`src/rtl/alu_seq_pkg.sv`:
```
// alu_seq_pkg: shared constants, opcode/state enums and instruction fields
// for the ALU issue sequencer.
package alu_seq_pkg;

  localparam int DATA_W    = 16;
  localparam int NREGS     = 8;
  localparam int REG_IDX_W = 3;
  localparam int OP_W      = 3;
  localparam int IMM_W     = 10;

  localparam int OP_MSB  = 15;
  localparam int OP_LSB  = 13;
  localparam int RD_MSB  = 12;
  localparam int RD_LSB  = 10;
  localparam int RS1_MSB = 9;
  localparam int RS1_LSB = 7;
  localparam int RS2_MSB = 6;
  localparam int RS2_LSB = 4;
  localparam int IMM_MSB = 9;
  localparam int IMM_LSB = 0;

  typedef enum logic [OP_W-1:0] {
    OP_SUB  = 3'b000,
    OP_ADD  = 3'b001,
    OP_MUL  = 3'b010,
    OP_DIV3 = 3'b011,
    OP_AND  = 3'b100,
    OP_SHL  = 3'b101,
    OP_SHR  = 3'b110,
    OP_LDI  = 3'b111
  } op_e;

  typedef enum logic [1:0] {
    S_IDLE = 2'd0,
    S_EXEC = 2'd1,
    S_RESP = 2'd2
  } state_e;

  function automatic logic [DATA_W-1:0] ldi_ext(input logic [IMM_W-1:0] imm);
    return {{(DATA_W-IMM_W){1'b0}}, imm};
  endfunction

endpackage

```
`src/rtl/alu_regfile.sv`:
```
// alu_regfile: 8x16 register file, two async read ports, one sync write port.
// Optional macro ALU_SEQ_R0_ZERO_EN hardwires R0 to zero.
module alu_regfile
  import alu_seq_pkg::*;
(
  input  logic                 clk,
  input  logic                 rst,
  input  logic [REG_IDX_W-1:0] rs1_addr,
  input  logic [REG_IDX_W-1:0] rs2_addr,
  output logic [DATA_W-1:0]    rs1_data,
  output logic [DATA_W-1:0]    rs2_data,
  input  logic                 we,
  input  logic [REG_IDX_W-1:0] wd_addr,
  input  logic [DATA_W-1:0]    wd_data
);

  logic [DATA_W-1:0] regs [NREGS];
  logic              wr_ok;

`ifdef ALU_SEQ_R0_ZERO_EN
  assign wr_ok    = we && (wd_addr != '0);
  assign rs1_data = (rs1_addr == '0) ? '0 : regs[rs1_addr];
  assign rs2_data = (rs2_addr == '0) ? '0 : regs[rs2_addr];
`else
  assign wr_ok    = we;
  assign rs1_data = regs[rs1_addr];
  assign rs2_data = regs[rs2_addr];
`endif

  // Storage: cleared on reset, single write per cycle
  always_ff @(posedge clk or posedge rst) begin
    if (rst) begin
      for (int i = 0; i < NREGS; i++) regs[i] <= '0;
    end else if (wr_ok) begin
      regs[wd_addr] <= wd_data;
    end
  end

endmodule

```
`src/rtl/alu_sequencer.sv`:
```
// alu_sequencer: 3-state issue controller feeding an external ALU.
// Optional macro ALU_SEQ_R0_ZERO_EN makes R0 read as zero.
module alu_sequencer
  import alu_seq_pkg::*;
(
  input  logic              clk,
  input  logic              rst,
  input  logic              in_valid,
  output logic              in_ready,
  input  logic [15:0]       in_instr,
  output logic              out_valid,
  input  logic              out_ready,
  output logic [DATA_W-1:0] out_data,
  output logic              out_zero,
  output logic [2:0]        out_rd,
  output logic [DATA_W-1:0] alu_a,
  output logic [DATA_W-1:0] alu_b,
  output logic [2:0]        alu_ctrl,
  input  logic [DATA_W-1:0] alu_result,
  input  logic              alu_zero
);

  state_e                 state;
  op_e                    op_q;
  logic [REG_IDX_W-1:0]   rd_q;
  logic [IMM_W-1:0]       imm_q;

  logic [REG_IDX_W-1:0]   rs1;
  logic [REG_IDX_W-1:0]   rs2;
  logic [DATA_W-1:0]      rs1_data;
  logic [DATA_W-1:0]      rs2_data;
  logic [DATA_W-1:0]      wb_data;
  logic                   wb_zero;
  logic                   accept;
  logic                   in_exec;

  assign rs1      = in_instr[RS1_MSB:RS1_LSB];
  assign rs2      = in_instr[RS2_MSB:RS2_LSB];
  assign in_ready = (state == S_IDLE);
  assign out_valid = (state == S_RESP);
  assign accept   = in_ready && in_valid;
  assign in_exec  = (state == S_EXEC);

  assign wb_data = (op_q == OP_LDI) ? ldi_ext(imm_q) : alu_result;
  assign wb_zero = (op_q == OP_LDI) ? (imm_q == '0) : alu_zero;

  alu_regfile u_rf (
    .clk      (clk),
    .rst      (rst),
    .rs1_addr (rs1),
    .rs2_addr (rs2),
    .rs1_data (rs1_data),
    .rs2_data (rs2_data),
    .we       (in_exec),
    .wd_addr  (rd_q),
    .wd_data  (wb_data)
  );

  // Control: IDLE -> EXEC -> RESP, leave RESP when consumer takes it
  always_ff @(posedge clk or posedge rst) begin
    if (rst) begin
      state <= S_IDLE;
    end else begin
      unique case (state)
        S_IDLE: if (in_valid) state <= S_EXEC;
        S_EXEC: state <= S_RESP;
        S_RESP: if (out_ready) state <= S_IDLE;
        default: state <= S_IDLE;
      endcase
    end
  end

  // Operand issue on accept
  always_ff @(posedge clk or posedge rst) begin
    if (rst) begin
      op_q     <= OP_SUB;
      rd_q     <= '0;
      imm_q    <= '0;
      alu_a    <= '0;
      alu_b    <= '0;
      alu_ctrl <= '0;
    end else if (accept) begin
      op_q     <= op_e'(in_instr[OP_MSB:OP_LSB]);
      rd_q     <= in_instr[RD_MSB:RD_LSB];
      imm_q    <= in_instr[IMM_MSB:IMM_LSB];
      alu_a    <= rs1_data;
      alu_b    <= rs2_data;
      alu_ctrl <= in_instr[OP_MSB:OP_LSB];
    end
  end

  // Result capture in EXEC, held through RESP
  always_ff @(posedge clk or posedge rst) begin
    if (rst) begin
      out_data <= '0;
      out_zero <= 1'b0;
      out_rd   <= '0;
    end else if (in_exec) begin
      out_data <= wb_data;
      out_zero <= wb_zero;
      out_rd   <= rd_q;
    end
  end

endmodule

```
`config.mk`:
```
export PLATFORM = sky130hd
export DESIGN_NAME = alu_sequencer
export DESIGN_NICKNAME = d
export VERILOG_FILES = /design/src/rtl/alu_seq_pkg.sv /design/src/rtl/alu_regfile.sv /design/src/rtl/alu_sequencer.sv
export SDC_FILE = /design/constraint.sdc
export NUM_CORES = 1
export LEC_CHECK = 0
export BUFFER_PORTS_ARGS = -buffer_cell sky130_fd_sc_hd__buf_2
export CORE_ASPECT_RATIO = 0.75
export CORE_MARGIN = 2
export CORE_UTILIZATION = 64
export CTS_CLUSTER_SIZE = 40
export DETAILED_ROUTE_END_ITERATION = 8
export PLACE_DENSITY = 0.87
export SETUP_SLACK_MARGIN = 0.15
export SLEW_MARGIN = 30
export SYNTH_ARGS = -nofsm -noshare
export SYNTH_HDL_FRONTEND = slang
export SYNTH_HIERARCHICAL = 1
export SYNTH_SLANG_ARGS = --single-unit
```
`constraint.sdc`:
```
create_clock -name clk -period 6 [get_ports clk]
set_input_delay 0.3 -clock clk [delete_from_list [all_inputs] [get_ports clk]]
set_output_delay 0.3 -clock clk [all_outputs]
set_load 0.02 [all_outputs]
```
==> metrics.txt <==
DR pass1 iterations=4; Congestion Overflow GR=0; row cnt=39; height of the die=112 um; final instance area=10900 um^2; synth cell count leaders=mux2_2, dfrtp_1, mux4_1; clk_lat worst skew=430 ps; HPWL after DPL=13200 um; critical path startpoint category=flop; drt initial violations=321; Final ANT Viol Nets=0; Synth-to-Final Area Change=10.2%; Mapped Area=9890 um^2; DR WL/cell=24.8 um; number of synthesized flops with an enable pin=0; sequential area share after synthesis=0.501; DRC Markers=0; Synth area leaders=dfrtp_1, mux2_2, mux4_1, mux4_2, buf_6; post-synth top area share=0.501; placed cells=841; PwrDens=524 nW/um^2; initial antenna violation count=0; Static Leak=5.03 nW; CP Class=reg -> reg; Starting Density=0.651; CTS root buf=clkbuf_16; # IOs=94; Design Power=5.71 mW; number of global-route vias before repair=5929; final setup violating endpoints=0; Max Slew Vio Count=0; Worst Path Max Fanout=28; hold crit path type=in -> async; # Post-CTS Setup Buffers=0; final net count=692; fin worst setup slack=3340 ps; Synth Register Bits=198; vias post-DR=5573; r2r startpoint=state[1]$_DFFE_PP0P_; global placement routability congestion=0.793; ys flop type=dfrtp_1; TNS Setup=0 ps; core area=15200 um^2; CTS tree=done; crit path launch=state[1]$_DFFE_PP0P_; htree depth=4; most frequent cell after synthesis=mux2_2; FFs w/ async S/R, synth=1.00; Synth Warn #=6; cells after synthesis=580; period utilisation layout=0.443; failing checks=negative hold slack; worst-margin pin slew=969 ps; Place WS=3380 ps; count of cell types in the netlist=25; drt total wl=21600 um; Fmax=376 MHz; outcome=complete, but fails checks; clock-pin slew on the worst setup and hold paths=60 ps; clock buffer count from CTS=17; gr usage total=0.279; syn_area_per_cell=17.0 um^2; first-pass GRT wire length=34200 um; syn_nets=617; die area=16500 um^2; final core occ=0.718; Yosys top cell by area=dfrtp_1; maximum number of pins on one net before global-route repair=74; Max Cap Viol=0; Finished Layout Cells=871; final hold slack=-6.13 ps; placed inst area=10300 um^2; vias per inst=6.40; CP Data Arrival Time=2970 ps; CP Capture Type=flop; PortBufs=93; Die W=148 um; RSZ-0062 raised after global routing=no; layout cells sized above 1=0.598; maximum clock path buffer count=2; hold_buf cts=0; Worst Skew=9.57 ps; # clock sinks=198; worst path required time=6310 ps; shortest period the worst path allows=2660 ps; Hold Fails Final Rpt=4; peak supply drop=0.000319 V; max_slew headroom=0.354; post-cts sizing count=0
[cell usage in the layout (no fill, tap or decap), types with 3 or more instances in the layout]
cell type | Yosys | final
nor4bb_4 | 0 | 3
buf_2 | 14 | 91
mux2_2 | 223 | 223
mux2_4 | 11 | 11
buf_6 | 17 | 3
and2_1 | 6 | 6
mux4_2 | 24 | 24
clkinv_2 | 0 | 3
mux4_1 | 38 | 38
nand2_1 | 9 | 9
nor2_1 | 3 | 3
clkbuf_1 | 0 | 3
buf_4 | 10 | 6
clkbuf_8 | 0 | 5
dfrtp_1 | 198 | 198
clkbuf_16 | 0 | 17
nand4b_2 | 3 | 3
[flip-flops by register name, summed over array words and instances (netlist names)]
register	cells
rd_q	3
alu_b	16
imm_q	10
alu_a	16
out_zero	1
state	2
op_q	3
out_rd	3
out_data	16
u_rf/regs	128
[worst paths after layout]
path,end,slack (ps),cells past startpoint
min,u_rf/regs[65]$_DFFE_PP0P_,-6,2
min reg2reg,out_rd[0]$_DFFE_PP0P_,490,2
min in group clk,state[1]$_DFFE_PP0P_,90,2
max,u_rf/regs[91]$_DFFE_PP0P_,3340,6
max reg2reg,u_rf/regs[91]$_DFFE_PP0P_,3340,6
max in group asynchronous,u_rf/regs[10]$_DFFE_PP0P_,4920,3
[critical path: stages, from the launching register on]
cell and delay, ps:
dfrtp_1 390, nand2b_1 230, inv_1 80, buf_4 390
nor4bb_4 680, buf_4 380, mux2_2 370
[cell type report]
cell class                      instances  area, um^2
Sequential cell                       198        4950
Multi-Input combinational cell        334        4580
Fill cell                             966        4280
Timing Repair Buffer                  100         534
Clock buffer                           25         505
Tap cell                              205         256
Clock inverter                          4        45.0
Inverter                                4        17.5
Antenna cell                            1        2.50
[per-layer routing]
metal / part of all wire / global-route usage
met2: 0.47 / 0.422
met5: 0 / 0
met4: 0.014 / 0.0801
met3: 0.063 / 0.0635
met1: 0.45 / 0.414
[report_power, final]
| part | total, mW | internal [mW] | switching [mW] |
|---|---|---|---|
| Combinational | 2.17 | 1.23 | 0.938 |
| Sequential | 2.46 | 1.99 | 0.471 |
| Clock | 1.08 | 0.620 | 0.461 |
| Total | 5.71 | 3.84 | 1.87 |
[kinds of logic (layout without fill, tap and decap cells)]
logic type / count (synthesis) / after routing / synth area share
muxes: 298 / 298 / 0.431
DFF: 198 / 198 / 0.501
buffers and inverters: 48 / 133 / 0.0401
and+or+nand+nor: 33 / 33 / 0.0257
AOI/OAI and AO/OA: 3 / 3 / 0.00152
other: 0 / 1 / 0
Power figures use the tool's default switching activity.
